`src/rtl/palgen_pkg.sv`:
```
// Shared types and helpers for the palindrome sweep generator.
package palgen_pkg;

   typedef enum logic [1:0] {
      IDLE = 2'd0,
      RUN  = 2'd1,
      DONE = 2'd2
   } palgen_state_e;

   // Number of free (upper) bits that define a palindrome of width w.
   function automatic int half_width(input int w);
      return (w + 32'sd1) / 32'sd2;
   endfunction

endpackage

```
`src/rtl/palindrome_gen_if.sv`:
```
// Control and streaming handshake bundle for palindrome_gen.
// Optional count port present when PALGEN_COUNT_EN is defined.
interface palindrome_gen_if #(
   parameter int DATA_WIDTH = 32
);
   logic                  start;
   logic                  abort;
   logic [DATA_WIDTH-1:0] dout;
   logic                  dout_valid;
   logic                  dout_ready;
   logic                  busy;
   logic                  done;
`ifdef PALGEN_COUNT_EN
   logic [(DATA_WIDTH+1)/2:0] count;

   modport master (input start, abort, dout_ready,
                   output dout, dout_valid, busy, done, count);
   modport slave  (output start, abort, dout_ready,
                   input dout, dout_valid, busy, done, count);
`else
   modport master (input start, abort, dout_ready,
                   output dout, dout_valid, busy, done);
   modport slave  (output start, abort, dout_ready,
                   input dout, dout_valid, busy, done);
`endif
endinterface

```
`src/rtl/pal_mirror.sv`:
```
// Combinational index-to-palindrome mapping: k fills the upper half,
// the lower bits mirror the upper bits.
module pal_mirror
   import palgen_pkg::*;
#(
   parameter int  DATA_WIDTH = 32,
   localparam int H          = half_width(DATA_WIDTH)
) (
   input  logic [H-1:0]          k,
   output logic [DATA_WIDTH-1:0] word
);

   for (genvar i = 0; i < DATA_WIDTH; i++) begin : g_bit
      if (i >= DATA_WIDTH - H) begin : g_top
         assign word[i] = k[i - (DATA_WIDTH - H)];
      end else begin : g_low
         // word[i] = word[DATA_WIDTH-1-i], which lands on k[H-1-i]
         assign word[i] = k[H - 1 - i];
      end
   end

endmodule

```
`src/rtl/palindrome_gen.sv`:
```
// Sweeps every DATA_WIDTH-bit palindrome in ascending order over a valid/ready stream.
// Optional feature macro: PALGEN_COUNT_EN adds an accepted-word counter port.
module palindrome_gen
   import palgen_pkg::*;
#(
   parameter int DATA_WIDTH = 32
) (
   input logic              clk,
   input logic              resetn,
   palindrome_gen_if.master bus
);

   localparam int H = half_width(DATA_WIDTH);
   localparam logic [H-1:0] K_MAX = {H{1'b1}};

   palgen_state_e         state_r;
   logic [H-1:0]          k_r;
   logic [H-1:0]          k_inc_s;
   logic [DATA_WIDTH-1:0] mirror_s;
   logic [DATA_WIDTH-1:0] dout_r;
   logic                  dout_valid_r;
   logic                  busy_r;
   logic                  done_r;
   logic                  hs_s;
`ifdef PALGEN_COUNT_EN
   logic [H:0]            count_r;
`endif

   // The word registered on a handshake is the mirror of the next index.
   assign k_inc_s = k_r + H'(1'b1);
   assign hs_s    = dout_valid_r & bus.dout_ready;

   pal_mirror #(.DATA_WIDTH(DATA_WIDTH)) u_mirror (
      .k    (k_inc_s),
      .word (mirror_s)
   );

   // Sweep control FSM with registered outputs.
   always_ff @(posedge clk or negedge resetn) begin
      if (!resetn) begin
         state_r      <= IDLE;
         k_r          <= {H{1'b0}};
         dout_r       <= {DATA_WIDTH{1'b0}};
         dout_valid_r <= 1'b0;
         busy_r       <= 1'b0;
         done_r       <= 1'b0;
`ifdef PALGEN_COUNT_EN
         count_r      <= {(H+1){1'b0}};
`endif
      end else begin
         case (state_r)
            IDLE: begin
               done_r <= 1'b0;
               if (bus.start && !bus.abort) begin
                  state_r      <= RUN;
                  k_r          <= {H{1'b0}};
                  dout_r       <= {DATA_WIDTH{1'b0}};
                  dout_valid_r <= 1'b1;
                  busy_r       <= 1'b1;
`ifdef PALGEN_COUNT_EN
                  count_r      <= {(H+1){1'b0}};
`endif
               end
            end
            RUN: begin
               if (bus.abort) begin
                  state_r      <= IDLE;
                  dout_r       <= {DATA_WIDTH{1'b0}};
                  dout_valid_r <= 1'b0;
                  busy_r       <= 1'b0;
               end else if (hs_s) begin
`ifdef PALGEN_COUNT_EN
                  count_r <= count_r + (H+1)'(1'b1);
`endif
                  if (k_r == K_MAX) begin
                     // Last palindrome taken: stop rather than wrap to zero.
                     state_r      <= DONE;
                     dout_r       <= {DATA_WIDTH{1'b0}};
                     dout_valid_r <= 1'b0;
                     busy_r       <= 1'b0;
                     done_r       <= 1'b1;
                  end else begin
                     k_r    <= k_inc_s;
                     dout_r <= mirror_s;
                  end
               end
            end
            DONE: begin
               state_r <= IDLE;
               done_r  <= 1'b0;
            end
            default: begin
               state_r      <= IDLE;
               k_r          <= {H{1'b0}};
               dout_r       <= {DATA_WIDTH{1'b0}};
               dout_valid_r <= 1'b0;
               busy_r       <= 1'b0;
               done_r       <= 1'b0;
            end
         endcase
      end
   end

   assign bus.dout       = dout_r;
   assign bus.dout_valid = dout_valid_r;
   assign bus.busy       = busy_r;
   assign bus.done       = done_r;
`ifdef PALGEN_COUNT_EN
   assign bus.count      = count_r;
`endif

endmodule

```
`src/flat_wrapper.sv`:
```
// flat-port wrapper written by rule: the top's interface ports become plain ports
module palindrome_gen_flat import palgen_pkg::*;
#(
   parameter int DATA_WIDTH = 32
)
  (clk, resetn, bus_start, bus_abort, bus_dout_ready, bus_dout, bus_dout_valid, bus_busy, bus_done);
  palindrome_gen_if #(.DATA_WIDTH(DATA_WIDTH)) bus_i ();
  input logic clk;
  input logic resetn;
  input wire logic [$bits(bus_i.start)-1:0] bus_start;
  input wire logic [$bits(bus_i.abort)-1:0] bus_abort;
  input wire logic [$bits(bus_i.dout_ready)-1:0] bus_dout_ready;
  output wire logic [$bits(bus_i.dout)-1:0] bus_dout;
  output wire logic [$bits(bus_i.dout_valid)-1:0] bus_dout_valid;
  output wire logic [$bits(bus_i.busy)-1:0] bus_busy;
  output wire logic [$bits(bus_i.done)-1:0] bus_done;
  assign bus_i.start = bus_start;
  assign bus_i.abort = bus_abort;
  assign bus_i.dout_ready = bus_dout_ready;
  assign bus_dout = bus_i.dout;
  assign bus_dout_valid = bus_i.dout_valid;
  assign bus_busy = bus_i.busy;
  assign bus_done = bus_i.done;
  palindrome_gen #(.DATA_WIDTH(DATA_WIDTH)) u_core (.clk(clk), .resetn(resetn), .bus(bus_i));
endmodule
```
`config.mk`:
```
export PLATFORM = sky130hd
export DESIGN_NAME = palindrome_gen_flat
export DESIGN_NICKNAME = d
export VERILOG_FILES = /design/src/rtl/palgen_pkg.sv /design/src/rtl/palindrome_gen_if.sv /design/src/rtl/pal_mirror.sv /design/src/rtl/palindrome_gen.sv /design/src/flat_wrapper.sv
export SDC_FILE = /design/constraint.sdc
export NUM_CORES = 1
export LEC_CHECK = 0
export ABC_AREA = 0
export ABC_CLOCK_PERIOD_IN_PS = 5660
export CORE_MARGIN = 4
export CORE_UTILIZATION = 35
export CTS_CLUSTER_SIZE = 24
export DETAILED_ROUTE_END_ITERATION = 7
export PLACE_DENSITY_LB_ADDON = 0.08
export SLEW_MARGIN = 10
export SYNTH_ARGS = -nofsm -noshare
export SYNTH_HDL_FRONTEND = slang
export SYNTH_SLANG_ARGS = --single-unit
```
`constraint.sdc`:
```
create_clock -name clk -period 5.66 [get_ports clk]
set_input_delay 0.566 -clock clk [delete_from_list [all_inputs] [get_ports clk]]
set_output_delay 0.566 -clock clk [all_outputs]
set_load 0.005 [all_outputs]
```
Word level (Yosys, flattened, before mapping)
Index checks and enable logic that the tools add are counted.
Cells by class
  $lt $le $gt $ge: 0
  mux-type cells: 24
  $mul: 0
  eq/ne operators: 10
  reductions and logical operators: 8
  shifts and indexed selects: 0
  bitwise operators: 2
  add/sub/neg operators: 1
  div/mod/pow operators: 0
Operators with widths (count)
  two-way mux 32 bit: 4
  one-hot mux 32 bit (3 select lines): 1
  two-way mux 16 bit: 4
  one-hot mux 16 bit (3 select lines): 1
  adder 16 x 1 -> 16 bit, second input constant: 1
  equality test 16 bit, second input constant: 1
  AND reduction 3 bit: 3
  two-way mux 1 bit: 8
  two-way mux 2 bit: 4
  != test 2 x 1 -> 1 bit, second input constant: 3
  != test 3 x 2 -> 1 bit, second input constant: 2
  AND reduction 5 bit: 1
  != test 2 bit, second input constant: 2
  one-hot mux 2 bit (2 select lines): 1
  AND reduction 4 bit: 1
  one-hot mux 1 bit (3 select lines): 1
  equality test 2 x 1 -> 1 bit, second input constant: 1
  equality test 2 bit, second input constant: 1
  zero test 2 bit: 1
  AND 1 bit: 1
  logical AND 1 bit: 1
  zero test 1 bit: 1
  NOT 1 bit: 1
Storage, ports and cells
  bits in read-only memories: 0
  latch bits: 0
  RAM bits: 0
  output and inout bits: 35
  bits of input ports: 5
  flip-flop bits (word level): 52
  memories kept: 0

Logic depth before layout (Yosys ltp)
  depth after elaboration: 5
  mapped depth: 7
  depth with buffers taken out: 5

Modules after synthesis
From an unflattened synthesis, not the netlist that was laid out.
Second synthesis, totals
  cells, all modules: 261
  area, all modules: 2777.7 µm²
Modules (own cells, without submodules)
  palindrome_gen: instances 1, cells each 229, area an instance 2537.4 µm²
  pal_mirror: instances 1, cells each 32, area an instance 240.2 µm²

Worst setup path after synthesis
OpenSTA, ideal clock, no wires.
  path type: register -> register
  start point: reg u_core.k_r[0]
  end point: reg u_core.dout_r[30], in the netlist u_core.bus.dout[30]
  required time: 5.533 ns
  path slack: 3.646 ns
  arrival time: 1.887 ns
  stages on the path, launching flop included: 8
  library setup time: 0.127 ns
  period minus slack after synthesis: 2.014 ns
  path buffers: 2
  path through: dfrtp_1 -> ha_1 -> nand4_4 -> or4_1 -> buf_2 -> nand2_1 -> buf_4 -> o21ai_0
Between the ends
  cells in the longest elaborated chain, start to end: 5
RTL lines
  start: declaration: line palindrome_gen.sv:17  | logic [H-1:0] k_r;
  start signal: assignment: line palindrome_gen.sv:42  | k_r <= {H{1'b0}};
  start signal: assignment: line palindrome_gen.sv:56  | k_r <= {H{1'b0}};
  start signal: assignment: line palindrome_gen.sv:83  | k_r <= k_inc_s;
  adder 16 x 1 -> 16 bit or equality test 16 bit (tied branches): line palindrome_gen.sv:30, palindrome_gen.sv:75
  two-way mux 32 bit (*): line palindrome_gen.sv:75  | if (k_r == K_MAX) begin
  two-way mux 32 bit (*): line palindrome_gen.sv:71  | end else if (hs_s) begin
  two-way mux 32 bit (*): line palindrome_gen.sv:66  | if (bus.abort) begin
  one-hot mux 32 bit (3 select lines) (*): line palindrome_gen.sv:51  | case (state_r)
  end signal: assignment: line palindrome_gen.sv:57  | dout_r <= {DATA_WIDTH{1'b0}};
  end signal: assignment: line palindrome_gen.sv:68  | dout_r <= {DATA_WIDTH{1'b0}};
  end signal: assignment: line palindrome_gen.sv:78  | dout_r <= {DATA_WIDTH{1'b0}};
  end: declaration: line palindrome_gen.sv:20  | logic [DATA_WIDTH-1:0] dout_r;
Mark *: on every way between the ends. The rest lies on a longest branch, timed or not. The select of a mux whose other input is x is not followed.
A chain may end at the register's enable or synchronous reset.

Worst setup path after layout
  start point: reg u_core.k_r[0]
  end point: reg u_core.k_r[1]
Between the ends
  cells in the longest elaborated chain, start to end: 5
RTL lines
  adder 16 x 1 -> 16 bit: line palindrome_gen.sv:30  | assign k_inc_s = k_r + H'(1'b1);
  two-way mux 16 bit: line palindrome_gen.sv:75
  two-way mux 16 bit: line palindrome_gen.sv:71
  two-way mux 16 bit: line palindrome_gen.sv:66
  one-hot mux 16 bit (3 select lines): line palindrome_gen.sv:51
Parallel ways exist; a longest one is shown, timed or not. The select of a mux whose other input is x is not followed.

==> metrics.yaml <==
hold_path:
  hold_class: "reg2reg"
  hold_path_depth: 2
  holdPathEnd: "u_core.bus.dout[27]"
  min_from: "u_core.bus.dout[27]"
yosys:
  syn_nets: 193
  synth_seq_cells: 36
  syn_area_per_cell_um2: 9.963
  yosysMostFrequentCell: "dfrtp_1"
  syn_area_mm2: 0.001863
  yosys_warnings: 0
  yosysTopAreaCellShare_pct: 48.35
  synth_area_leader_cell: "dfrtp_1"
  synth_cells: 187
  ys_seq_area_share_pct: 48.35
  synth_cell_types: 37
  ys_top_cells_by_count: "dfrtp_1, nand2_1, buf_4"
  synth_ff_type: "dfrtp_1"
  yosys-top-cells-area: "dfrtp_1, buf_4, nand2_1"
  ys_async_sr_fraction_pct: 100.0
  synth_edf_count: 0
route:
  ant_nets: 0
  drt_first_pass_iters: 4
  routedLengthMet1_um: 1986
  top_layer: "met4"
  first_iter_violations: 102
  vias_per_cell: 5.282
  dr_wl_met2_um: 1883
  wl_um: 4186
  drc: 0
  wl_per_cell_um: 14.95
  wl_met3_um: 235
  vias: 1479
clock_tree:
  ctsHoldBuffers: 0
  postCtsResizedCells: 0
  clk_pin_slew_worst_paths_ps: 70
  cts.sinks: 36
  cts_buffers: 5
  cts_tree: "yes"
  htreeDepth: 2
  cts_setup_buffers: 0
  root_buffer: "clkbuf_8"
  clk_latency_ps: 280
  clock_path_buffers: 2
floorplan:
  dieWidth_um: 80.96
  initial_core_util_pct: 36.25
  die_h_um: 80.96
  fp-row-count: 26
  pin_count: 40
  fp.coreArea_mm2: 0.005140
  die_area_mm2: 0.006555
setup_path:
  cpMaxStageDelayCell: "o32ai_2"
  required_ps: 5880
  r2r_end: "u_core.k_r[1]"
  start_kind: "flip-flop"
  end_kind: "flip-flop"
  crit_buf_inv: 0
  max_stage_delay_ps: 780
  crit_fanout: 11
  reg2reg_depth: 5
  arrival_ps: 2800
  r2r-start: "u_core.k_r[0]"
  worstSetupPathType: "reg2reg"
  reg2reg_setup_slack_ps: 3080
  cp_top_family: "compound AO/OA/AOI/OAI gates"
  crit_chain: "ha_1 -> nand4_4 -> or3_1 -> o32ai_2 -> a22o_1"
power_and_ir_drop:
  total_power_uw: 579.0
  vdd_ir_drop_max_uv: 185.9
  leakagePower_nw: 0.9498
  powerDensity_mw_per_mm2: 252.6
cells_and_area:
  final_cells: 280
  finalInstanceArea_mm2: 0.002292
  area_delta_synth_final_pct: 23.04
  insertedDiodeCount: 0
  fin_nets: 216
  drive_gt1_share_pct: 6.190
grt:
  grt_max_degree: 37
  grt_pass1_wl_um: 7300
  antenna_found_initial: 0
  track_usage_pct: 14.46
  grt_overflow: 0
  grt_pass1_vias: 1515
run_status:
  outcome: "completed"
placed_design:
  pre_cts_slack_ps: 2963
  placed_cells: 273
  gp_congestion: 0.8298
  placed_area_mm2: 0.002196
  place_hpwl_um: 2981
  numPortBuffers: 39
timing:
  maxSlewViolCount: 0
  setup_viol: 0
  tns_ps: 0
  timing.final.ws_setup_ps: 3078
  period_minus_slack_ps: 2582
  clock.fmax_mhz: 387.3
  worst_pin_slew_ps: 868.6
  period_share_pct: 45.62
  finClkSkew_ps: 3.904
  hold_viol: 0
  grt_setup_unrepaired: "no"
  relSlewSlack_pct: 42.09
run:
  max_cap_viol_count: 0
-- worst max path at each step --
stage | to | from | cells after the start
2_1_floorplan | u_core.bus.dout[30] | u_core.k_r[0] | 7
3_3_place_gp | u_core.bus.dout[16] | bus_abort | 5
3_5_place_dp | u_core.bus.dout[16] | bus_abort | 5
4_1_cts | u_core.k_r[1] | u_core.k_r[0] | 5
5_1_grt | u_core.k_r[1] | u_core.k_r[0] | 5
6_report | u_core.k_r[1] | u_core.k_r[0] | 5
-- layer usage --
layer  up-vias  GRT usage [%]
met1       710          18.66
met4         0          5.236
met3        10          4.102
met2        47          23.07
li1        712              -
met5         -              0
-- cells by family after synthesis --
group	Yosys count	synth area share, %
adders and majority gates	1	0.6715
and+or+nand+nor	62	18.60
AOI/OAI and AO/OA	48	17.13
buffers and inverters	28	9.604
xor gates and xnor gates	12	5.641
DFF	36	48.35
-- placed cells by master (no fill, tap or decap), types with 4 or more instances in the layout --
cell type        synthesis  layout
nand4_1                  7       7
o2bb2ai_1                7       7
dfrtp_1                 36      36
xnor2_1                  6       6
clkdlybuf4s50_1          0      39
or3_1                    4       4
clkbuf_8                 0       7
o21ai_0                 14      14
nand3_1                  5       5
a21oi_1                  8       8
nand2_1                 20      20
nor3_1                   4       4
xor2_1                   6       6
a21o_1                   7       7
nor2_1                   6       6
-- tightest hold or removal path: stages (launching register included) --
cell and delay (ps):
dfrtp_1 360, nand2_1 50, o21ai_0 60
-- cell type report --
| type | count | area (um2) |
|---|---|---|
| Fill cell | 526 | 2848 |
| Sequential cell | 36 | 900.9 |
| Multi-Input combinational cell | 123 | 790.8 |
| Timing Repair Buffer | 41 | 405.4 |
| Clock buffer | 7 | 96.34 |
| Tap cell | 70 | 87.58 |
| Inverter | 3 | 11.26 |
-- sequential cells by signal, indices dropped and copies added, names as in the netlist --
| name | count |
|---|---|
| u_core.k_r | 16 |
| u_core.state_r | 2 |
| u_core.bus.dout | 16 |
| u_core.bus.dout_valid | 1 |
| u_core.bus.done | 1 |
-- power by group --
part | switching [mW] | internal, mW | total [mW]
Combinational | 0.0414 | 0.0446 | 0.0859
Sequential | 0.0251 | 0.273 | 0.298
Clock | 0.0868 | 0.108 | 0.195
-- per-stage QoR --
step                hold WS (ps)  utilization, %
floorplan                  270.4               -
global placement           486.1           42.72
detailed placement         495.4           42.72
CTS                        511.5           44.60
global route               542.1           44.60
finish                     506.5           44.60
(Power assumes the default switching activity.)
